[src/rtl/trigger_chain_wb_sequencer.sv]
// Wishbone classic initiator that fans one command out to the selected
// trigger-chain channels, one single-beat bus cycle per channel in ascending
// order, returning a response per channel and a completion pulse per command.
module trigger_chain_wb_sequencer #(
    parameter int unsigned TIMEOUT_CYCLES = 255,
    parameter int unsigned MAX_RETRY      = 3
) (
    input  logic        wb_clk_i,
    input  logic        wb_rst_n_i,
    input  logic        cmd_valid_i,
    output logic        cmd_ready_o,
    input  logic        cmd_we_i,
    input  logic [9:0]  cmd_adr_i,
    input  logic [31:0] cmd_dat_i,
    input  logic [3:0]  cmd_sel_i,
    input  logic [7:0]  cmd_chmask_i,
    output logic        rsp_valid_o,
    input  logic        rsp_ready_i,
    output logic [2:0]  rsp_chan_o,
    output logic [31:0] rsp_dat_o,
    output logic [1:0]  rsp_status_o,
    output logic        done_o,
    output logic [7:0]  done_fail_o,
    output logic        wb_cyc_o,
    output logic        wb_stb_o,
    output logic        wb_we_o,
    output logic [21:0] wb_adr_o,
    output logic [31:0] wb_dat_o,
    output logic [3:0]  wb_sel_o,
    input  logic        wb_ack_i,
    input  logic        wb_err_i,
    input  logic        wb_rty_i,
    input  logic [31:0] wb_dat_i
);

    localparam int unsigned NCH  = 8;
    localparam int unsigned CHW  = 3;
    localparam int unsigned TMOW = 16;
    localparam int unsigned RTYW = 4;

    localparam logic [1:0] ST_OK  = 2'd0;
    localparam logic [1:0] ST_ERR = 2'd1;
    localparam logic [1:0] ST_RTY = 2'd2;
    localparam logic [1:0] ST_TMO = 2'd3;

    typedef enum logic [2:0] {
        S_IDLE, S_SCAN, S_BUS, S_GAP, S_RESP, S_DONE
    } state_t;

    state_t            state_q, state_d;
    logic [NCH-1:0]    mask_q, mask_d;
    logic              c_we_q, c_we_d;
    logic [9:0]        c_adr_q, c_adr_d;
    logic [31:0]       c_dat_q, c_dat_d;
    logic [3:0]        c_sel_q, c_sel_d;
    logic [CHW-1:0]    chan_q, chan_d;
    logic [RTYW-1:0]   retry_q, retry_d;
    logic [TMOW-1:0]   tmo_q, tmo_d;
    logic              cmd_ready_q, cmd_ready_d;
    logic              cyc_q, cyc_d;
    logic              wb_we_q, wb_we_d;
    logic [21:0]       wb_adr_q, wb_adr_d;
    logic [31:0]       wb_dat_q, wb_dat_d;
    logic [3:0]        wb_sel_q, wb_sel_d;
    logic              rsp_valid_q, rsp_valid_d;
    logic [CHW-1:0]    rsp_chan_q, rsp_chan_d;
    logic [31:0]       rsp_dat_q, rsp_dat_d;
    logic [1:0]        rsp_status_q, rsp_status_d;
    logic              done_q, done_d;
    logic [NCH-1:0]    done_fail_q, done_fail_d;
    logic              fin;
    logic [1:0]        fin_status;
    logic [CHW-1:0]    next_chan;

    // Index of the lowest set bit of the remaining channel mask
    function automatic logic [CHW-1:0] lowest_chan(input logic [NCH-1:0] m);
        logic [CHW-1:0] c;
        c = '0;
        for (int i = int'(NCH) - 1; i >= 0; i--) begin
            if (m[i]) c = CHW'(i);
        end
        return c;
    endfunction

    // Next-state and registered-output computation
    always_comb begin
        state_d      = state_q;
        mask_d       = mask_q;
        c_we_d       = c_we_q;
        c_adr_d      = c_adr_q;
        c_dat_d      = c_dat_q;
        c_sel_d      = c_sel_q;
        chan_d       = chan_q;
        retry_d      = retry_q;
        tmo_d        = tmo_q;
        cmd_ready_d  = cmd_ready_q;
        cyc_d        = cyc_q;
        wb_we_d      = wb_we_q;
        wb_adr_d     = wb_adr_q;
        wb_dat_d     = wb_dat_q;
        wb_sel_d     = wb_sel_q;
        rsp_valid_d  = rsp_valid_q;
        rsp_chan_d   = rsp_chan_q;
        rsp_dat_d    = rsp_dat_q;
        rsp_status_d = rsp_status_q;
        done_d       = 1'b0;
        done_fail_d  = done_fail_q;
        fin          = 1'b0;
        fin_status   = ST_OK;
        next_chan    = lowest_chan(mask_q);

        unique case (state_q)
            S_IDLE: begin
                if (cmd_valid_i && cmd_ready_q) begin
                    mask_d      = cmd_chmask_i;
                    c_we_d      = cmd_we_i;
                    c_adr_d     = cmd_adr_i;
                    c_dat_d     = cmd_dat_i;
                    c_sel_d     = cmd_sel_i;
                    done_fail_d = '0;
                    cmd_ready_d = 1'b0;
                    state_d     = S_SCAN;
                end
            end
            S_SCAN: begin
                retry_d = '0;
                if (mask_q == '0) begin
                    done_d  = 1'b1;
                    state_d = S_DONE;
                end else begin
                    chan_d   = next_chan;
                    wb_adr_d = {9'b0, next_chan, c_adr_q};
                    wb_we_d  = c_we_q;
                    wb_dat_d = c_dat_q;
                    wb_sel_d = c_sel_q;
                    tmo_d    = '0;
                    cyc_d    = 1'b1;
                    state_d  = S_BUS;
                end
            end
            S_BUS: begin
                if (wb_err_i) begin
                    fin        = 1'b1;
                    fin_status = ST_ERR;
                end else if (wb_ack_i) begin
                    fin        = 1'b1;
                    fin_status = ST_OK;
                end else if (wb_rty_i) begin
                    if (retry_q < RTYW'(MAX_RETRY)) begin
                        retry_d = retry_q + RTYW'(1);
                        cyc_d   = 1'b0;
                        state_d = S_GAP;
                    end else begin
                        fin        = 1'b1;
                        fin_status = ST_RTY;
                    end
                end else if (tmo_q == TMOW'(TIMEOUT_CYCLES - 1)) begin
                    fin        = 1'b1;
                    fin_status = ST_TMO;
                end else begin
                    tmo_d = tmo_q + TMOW'(1);
                end
                if (fin) begin
                    cyc_d        = 1'b0;
                    rsp_valid_d  = 1'b1;
                    rsp_chan_d   = chan_q;
                    rsp_status_d = fin_status;
                    rsp_dat_d    = (fin_status == ST_OK && !c_we_q) ? wb_dat_i : '0;
                    if (fin_status != ST_OK) done_fail_d[chan_q] = 1'b1;
                    state_d      = S_RESP;
                end
            end
            S_GAP: begin
                tmo_d   = '0;
                cyc_d   = 1'b1;
                state_d = S_BUS;
            end
            S_RESP: begin
                if (rsp_ready_i) begin
                    rsp_valid_d    = 1'b0;
                    mask_d[chan_q] = 1'b0;
                    state_d        = S_SCAN;
                end
            end
            S_DONE: begin
                cmd_ready_d = 1'b1;
                state_d     = S_IDLE;
            end
            default: state_d = S_IDLE;
        endcase
    end

    // State and output registers; reset abandons any transfer in flight
    always_ff @(posedge wb_clk_i or negedge wb_rst_n_i) begin
        if (!wb_rst_n_i) begin
            state_q      <= S_IDLE;
            mask_q       <= '0;
            c_we_q       <= 1'b0;
            c_adr_q      <= '0;
            c_dat_q      <= '0;
            c_sel_q      <= '0;
            chan_q       <= '0;
            retry_q      <= '0;
            tmo_q        <= '0;
            cmd_ready_q  <= 1'b1;
            cyc_q        <= 1'b0;
            wb_we_q      <= 1'b0;
            wb_adr_q     <= '0;
            wb_dat_q     <= '0;
            wb_sel_q     <= '0;
            rsp_valid_q  <= 1'b0;
            rsp_chan_q   <= '0;
            rsp_dat_q    <= '0;
            rsp_status_q <= '0;
            done_q       <= 1'b0;
            done_fail_q  <= '0;
        end else begin
            state_q      <= state_d;
            mask_q       <= mask_d;
            c_we_q       <= c_we_d;
            c_adr_q      <= c_adr_d;
            c_dat_q      <= c_dat_d;
            c_sel_q      <= c_sel_d;
            chan_q       <= chan_d;
            retry_q      <= retry_d;
            tmo_q        <= tmo_d;
            cmd_ready_q  <= cmd_ready_d;
            cyc_q        <= cyc_d;
            wb_we_q      <= wb_we_d;
            wb_adr_q     <= wb_adr_d;
            wb_dat_q     <= wb_dat_d;
            wb_sel_q     <= wb_sel_d;
            rsp_valid_q  <= rsp_valid_d;
            rsp_chan_q   <= rsp_chan_d;
            rsp_dat_q    <= rsp_dat_d;
            rsp_status_q <= rsp_status_d;
            done_q       <= done_d;
            done_fail_q  <= done_fail_d;
        end
    end

    assign cmd_ready_o  = cmd_ready_q;
    assign rsp_valid_o  = rsp_valid_q;
    assign rsp_chan_o   = rsp_chan_q;
    assign rsp_dat_o    = rsp_dat_q;
    assign rsp_status_o = rsp_status_q;
    assign done_o       = done_q;
    assign done_fail_o  = done_fail_q;
    assign wb_cyc_o     = cyc_q;
    assign wb_stb_o     = cyc_q;
    assign wb_we_o      = wb_we_q;
    assign wb_adr_o     = wb_adr_q;
    assign wb_dat_o     = wb_dat_q;
    assign wb_sel_o     = wb_sel_q;

endmodule

[config.mk]
export PLATFORM = sky130hd
export DESIGN_NAME = trigger_chain_wb_sequencer
export DESIGN_NICKNAME = d
export VERILOG_FILES = /design/src/rtl/trigger_chain_wb_sequencer.sv
export SDC_FILE = /design/constraint.sdc
export NUM_CORES = 1
export LEC_CHECK = 0
export BUFFER_PORTS_ARGS = -buffer_cell sky130_fd_sc_hd__buf_2
export CAP_MARGIN = 15
export CELL_PAD_IN_SITES_DETAIL_PLACEMENT = 1
export CELL_PAD_IN_SITES_GLOBAL_PLACEMENT = 1
export CORE_UTILIZATION = 35
export DETAILED_ROUTE_END_ITERATION = 12
export GPL_ROUTABILITY_DRIVEN = 0
export GPL_TIMING_DRIVEN = 0
export PLACE_DENSITY_LB_ADDON = 0.1
export SLEW_MARGIN = 10
export SYNTH_ARGS = -nofsm -noshare
export SYNTH_HDL_FRONTEND = slang
export SYNTH_SLANG_ARGS = --single-unit
[constraint.sdc]
create_clock -name wb_clk_i -period 3.7 [get_ports wb_clk_i]
set_input_delay 0.555 -clock wb_clk_i [delete_from_list [all_inputs] [get_ports wb_clk_i]]
set_output_delay 0.555 -clock wb_clk_i [all_outputs]
set_load 0.01 [all_outputs]
==> flow_metrics.tcl, run 1 <==
set metrics [dict create \
    cap_violations 0 \
    place_inst 1224 \
    path_cells "or4_1 -> buf_2 -> o21ai_1 -> clkbuf_1 -> nand2_1 -> nand2_1" \
    drc 0 \
    hp-class "in2async" \
    post_cts_buffers 0 \
    finalPower_mw 7.42 \
    ys_types 54 \
    num_vias 6023 \
    crit_top_cell "nand2_1" \
    status "complete, no violations" \
    powerDensity_nw_per_um2 807 \
    syn_avg_cell_area_um2 9.66 \
    cts_made_buffers 17 \
    numPortBuffers 193 \
    clockBufferDepth 2 \
    ctsResizeCount 0 \
    busiest_layer "met2" \
    worstMarginPinSlew_ns 0.909 \
    min_period_ns 2.37 \
    ys_warn_count 0 \
    finish.utilization_pct 45.3 \
    maxSlewViolCount 0 \
    synth-seq-cells 177 \
    yosysSeqAreaShare_pct 61.0 \
    clk_pin_slew_worst_paths_ns 0.07 \
    ioPinCount 203 \
    fillers 2421 \
    synth_xor_area_share_pct 0.121 \
    cpLargestDelayFamily "simple AND/OR/NAND/NOR gates" \
    cp-end-kind "flop" \
    synth_edf_count 0 \
    clock_sinks 177 \
    htreeDepth 4 \
    synth_cells 752 \
    antenna_found_initial 5 \
    grt_max_degree 104 \
    core-area_um2 20300 \
    grt_pass1_vias 6342 \
    synth_compound_area_share_pct 11.2 \
    clock_latency_ns 0.44 \
    ys.flop_type "dfrtp_1" \
    wl_per_cell_um 16.0 \
    grt_pass1_wl_um 33800 \
    drive_gt1_share_pct 26.2 \
    cp_slowest_cell "o21ai_1" \
    die_h_um 146 \
    slew_headroom_pct 39.1 \
    rsz0062_at_grt "false" \
    clk_root_buffer_cell "clkbuf_16" \
    hpwl_um 14300 \
    placed_area_um2 8630 \
    area_growth_pct 26.7 \
    ant_nets 0 \
    cp_max_fo 10 \
    cp_data_arrival_time_ns 2.75 \
    use_met2_pct 33.1 \
    start_util_pct 35.8 \
    critPathBufInv 2 \
    num_rows 52 \
    grtUsageTotal_pct 20.1 \
    dr.pass1.iters 4 \
    fmax_mhz 422 \
    die_width_um 146 \
    die-area_um2 21300 \
    cp.required_ns 4.09 \
    synthArstFlopShare_pct 100 \
    grtUsageMet3_pct 6.16 \
    vias_per_cell 4.79 \
    synth-adder-area-share_pct 0.517 \
    yosys.area_share.simple_pct 22.5 \
    cellLeakagePower_nw 4.94 \
    peakVddDrop_uv 333 \
    grt-ovfl-total 0 \
    cts_tree "built" \
    met1_usage_pct 25.6 \
    finalHoldViolCount 0 \
    final_cells 1258 \
    skew_ns 0.0227 \
    final_area_um2 9200 \
    drt_iter0_markers 214 \
    critical_path_class "reg2reg" \
    wl_um 20100 \
    min_period_over_period_pct 64.0 \
    setup-violations-final 0 \
    start_kind "flop" \
    nets 1070 \
    synthesis.area_um2 7260 \
    cts_hold_buf 0 \
    muxShareOfSynthArea_pct 0.603 \
    synth_top_family_by_area "simple AND/OR/NAND/NOR gates" \
    slowest_delay_ns 0.52 \
    setup_tns_ns 0 \
]
## cells in the mapped netlist, types with 3 or more instances
cell type | n | area share [%]
o21ai_1 | 10 | 0.69
mux2_2 | 3 | 0.47
nand4_1 | 5 | 0.43
buf_2 | 7 | 0.48
nand3_1 | 9 | 0.62
dfrtp_1 | 176 | 61
a21oi_2 | 4 | 0.48
a21oi_1 | 23 | 1.6
buf_4 | 10 | 1.0
a21o_1 | 6 | 0.62
nor3_1 | 6 | 0.41
clkbuf_1 | 31 | 1.6
or3_1 | 16 | 1.4
nand2_1 | 315 | 16
inv_1 | 8 | 0.41
nor2_1 | 15 | 0.78
a22o_1 | 38 | 4.6
nor4_1 | 3 | 0.26
ha_1 | 3 | 0.52
nand3b_1 | 4 | 0.41
o31ai_1 | 3 | 0.31
or4_1 | 3 | 0.31
o21ai_0 | 19 | 1.3
## sequential cells by signal (all words and copies together) (netlist names), 2 cells and up
register      cells
rsp_dat_o        32
state_q           3
done_fail_o       8
c_sel_q           4
retry_q           4
rsp_status_o      2
mask_q            8
wb_dat_o         32
wb_sel_o          4
rsp_chan_o        3
c_adr_q          10
wb_adr_o         11
c_dat_q          32
chan_q            2
tmo_q            16
## path summary, 6_finish.rpt
kind	from	to	slack, ns	cells after the start
max reg2reg	mask_q[0]$_DFFE_PN0P_	wb_dat_o[22]$_DFFE_PN0P_	1.33	6
min in group wb_clk_i	cmd_adr_i[5]	c_adr_q[5]$_DFFE_PN0P_	0.30	3
max in group asynchronous	wb_rst_n_i	wb_dat_o[3]$_DFFE_PN0P_	2.68	2
max	mask_q[0]$_DFFE_PN0P_	wb_dat_o[22]$_DFFE_PN0P_	1.33	6
min	wb_rst_n_i	rsp_dat_o[21]$_DFFE_PN0P_	0.07	1
min reg2reg	c_adr_q[7]$_DFFE_PN0P_	wb_adr_o[7]$_DFFE_PN0P_	0.47	2
## stage by stage
stage                     worst slack (ns)  hold slack (ns)
after floorplan                       1.71            0.259
after detailed placement              1.29            0.452
after global placement               -1.01            0.448
after global routing                  1.10            0.102
after CTS                             1.29           0.0999
final                                 1.33           0.0684
## cell usage in the layout, fill, tap and decap left out, types with 2 or more instances in the layout
cell type,count
nand2_1,315
buf_2,199
dfrtp_1,176
a22o_1,38
clkbuf_1,33
a21oi_1,23
o21ai_0,19
clkbuf_16,17
or3_1,16
nor2_1,15
o21ai_1,10
buf_4,10
nand3_1,9
conb_1,9
inv_1,8
nor3_1,6
a21o_1,6
nand4_1,5
nand3b_1,4
a21oi_2,4
inv_6,4
or4_1,3
nor4_1,3
o31ai_1,3
mux2_2,3
ha_1,3
inv_8,3
diode_2,2
buf_1,2
and4_1,2
nor3b_1,2
or3b_2,2
buf_8,2
clkinvlp_4,2
clkinv_4,2
## power by group
part	switching (mW)	leakage, nW	internal [mW]	total [mW]
logic	1.51	2.31	0.992	2.50
registers	0.433	2.35	2.73	3.17
clock network	0.850	0.271	0.908	1.76
## logic make-up (layout without fill, tap and decap cells)
logic type / after synthesis / count (layout)
DFF: 177 / 177
and+or+nand+nor: 390 / 390
adders and majority gates: 3 / 3
xor gates and xnor gates: 1 / 1
buffers and inverters: 60 / 286
muxes: 4 / 4
AOI/OAI and AO/OA: 116 / 116
other: 1 / 11
## area by class of cell
class	count	area, um2	area share (%)
multi-input cells	523	2570	27.9
repair buffers	194	1000	10.9
flip-flops and latches	177	4430	48.1
plain buffers	52	260	2.83
clock inverters	12	118	1.28
clock buffers	20	447	4.85
diodes	2	5.00	0.0544
inverters	8	30.0	0.326
well taps	270	338	3.67
## metal layers
layer	part of all wire (%)	vias to the layer above
met2	48	117
met4	1.2	4
met1	44	2971
met5	0.12	-
li1	-	2914
met3	6.3	17
Note: power is estimated with default switching activity, not from simulation.
==> run 2, diff against run 1 <==
Clock period 3.7 ns to 2.15 ns, I/O delays scaled along.
==> run 2 against run 1 <==
The flow now finishes with violations (negative setup slack). Cell count grew 1.6%. Clock skew grew 0.0032 ns. Routed wire length grew 3.4%. Critical path depth grew 2. Clock power grew 72%. Total power grew 77%. First-iteration DRC count grew 3.7%. Global-route usage grew 0.29 points. Non-clock buffer count grew 20. Count of clock-buffer cells in the layout is the same. Via count grew 2.1%. Fmax grew 9.1%. Critical path type unchanged. Largest cell class unchanged.
==> flow_metrics.tcl, run 2 (synthesis results as in run 1) <==
set metrics [dict create \
    hp-class "in2reg" \
    slowest_delay_ns 0.53 \
    rsz0062_at_grt "true" \
    ant_nets 0 \
    r2r-end "tmo_q[2]$_DFFE_PN0P_" \
    area_growth_pct 31.8 \
    cp_max_fo 7 \
    num_rows 52 \
    dp_slack_ns -0.245 \
    grtUsageTotal_pct 20.4 \
    ioPinCount 203 \
    die_width_um 146 \
    fmax_mhz 461 \
    grt_max_degree 104 \
    die-area_um2 21300 \
    hold_depth 3 \
    critical_path_class "reg2reg" \
    clock_sinks 177 \
    drive_gt1_share_pct 31.5 \
    setup-violations-final 6 \
    dr.pass1.iters 4 \
    cap_violations 0 \
    cts_made_buffers 17 \
    drt_iter0_markers 222 \
    clockBufferDepth 2 \
    cellLeakagePower_nw 5.13 \
    htreeDepth 4 \
    peakVddDrop_uv 566 \
    reg2reg_slack_ns -0.02 \
    cp_slowest_cell "or4_4" \
    status "finished, violations left" \
    final_cell_mix "nand2_1 (315), buf_2 (195), dfrtp_1 (176), a22o_1 (38), buf_4 (32)" \
    start_kind "flop" \
    min_period_ns 2.17 \
    worst_slack_ns -0.0200 \
    worst_r2r_path_depth 8 \
    setup_tns_ns -0.0740 \
    cp.required_ns 2.44 \
    cp_data_arrival_time_ns 2.46 \
    numPortBuffers 193 \
    grt-ovfl-total 0 \
    failed_checks "negative setup slack" \
    maxSlewViolCount 0 \
    clock_latency_ns 0.44 \
    final_area_um2 9570 \
    clk_pin_slew_worst_paths_ns 0.07 \
    num_vias 6148 \
    cp-end-kind "flop" \
    min_period_over_period_pct 101 \
    grt_pass1_wl_um 34300 \
    powerDensity_nw_per_um2 1370 \
    hold_path_end "c_dat_q[24]$_DFFE_PN0P_" \
    wl_um 20800 \
    crit_top_cell "buf_6" \
    final_cells 1278 \
    r2r_start "mask_q[4]$_DFFE_PN0P_" \
    core-area_um2 20300 \
    holdCritStartpoint "cmd_dat_i[24]" \
    finish.utilization_pct 47.2 \
    antenna_found_initial 5 \
    grt_pass1_vias 6441 \
    vias_per_cell 4.81 \
    slew_headroom_pct 60.5 \
    final_common_cell "nand2_1" \
    finalHoldViolCount 0 \
    clk_root_buffer_cell "clkbuf_16" \
    path_cells "or4_4 -> buf_6 -> o21a_1 -> o2111ai_4 -> buf_6 -> buf_6 -> or3_1 -> a21oi_1" \
    hpwl_um 14300 \
    skew_ns 0.0259 \
    cts_tree "built" \
    wl_per_cell_um 16.3 \
    placed_area_um2 8630 \
    nets 1090 \
    drc 0 \
    place_inst 1224 \
    die_h_um 146 \
    start_util_pct 35.8 \
    finalPower_mw 13.1 \
    holdWs_ns 0.0621 \
    worstMarginPinSlew_ns 0.592 \
]
## run 2: power breakdown
| part | internal (mW) | switching, mW |
|---|---|---|
| registers | 4.70 | 0.741 |
| logic | 1.95 | 2.73 |
| clock network | 1.56 | 1.47 |
| total | 8.21 | 4.93 |
## run 2: repair_timing
item,in CTS,in global routing
endpoints found under the setup margin,153,133
pin swaps,3,22
setup buffers,15,4
hold buffers,1,0
gates resized for setup,20,53
cloned,0,1
hold endpoints to repair,74,0
## run 2: layer usage
layer | global-route usage [%] | up-vias | part of all wire [%]
li1 | - | 2957 | -
met1 | 26.0 | 3052 | 44
met2 | 33.7 | 116 | 49
met3 | 6.16 | 19 | 5.4
met4 | 5.42 | 4 | 1.3
met5 | 0 | - | 0.12
## run 2: layout make-up
class / instances / area, um2
fill: 2403 / 10700
timing repair buffer: 215 / 1190
multi-input combinational: 523 / 2720
buffer: 51 / 300
inverter: 8 / 30.0
antenna: 2 / 5.00
clock buffer: 20 / 447
tap: 270 / 338
sequential: 177 / 4430
clock inverter: 12 / 118
## run 2: critical path: cells and delay by family, from the launching register on
kind	cells	cell delay, ns
AOI/OAI and AO/OA	3	0.52
buffers and inverters	3	0.47
DFF	1	0.39
and+or+nand+nor	2	0.63
## run 2: worst max path at each step
stage,to,depth (start not counted),slack [ns],from
after CTS,tmo_q[0]$_DFFE_PN0P_,8,-0.03,mask_q[2]$_DFFE_PN0P_
after floorplan,tmo_q[0]$_DFFE_PN0P_,8,0.17,mask_q[2]$_DFFE_PN0P_
after global routing,tmo_q[8]$_DFFE_PN0P_,8,-0.09,mask_q[4]$_DFFE_PN0P_
after global placement,c_dat_q[22]$_DFFE_PN0P_,1,-2.32,wb_rst_n_i
after detailed placement,wb_dat_o[22]$_DFFE_PN0P_,6,-0.24,mask_q[2]$_DFFE_PN0P_
final,tmo_q[2]$_DFFE_PN0P_,8,-0.02,mask_q[4]$_DFFE_PN0P_
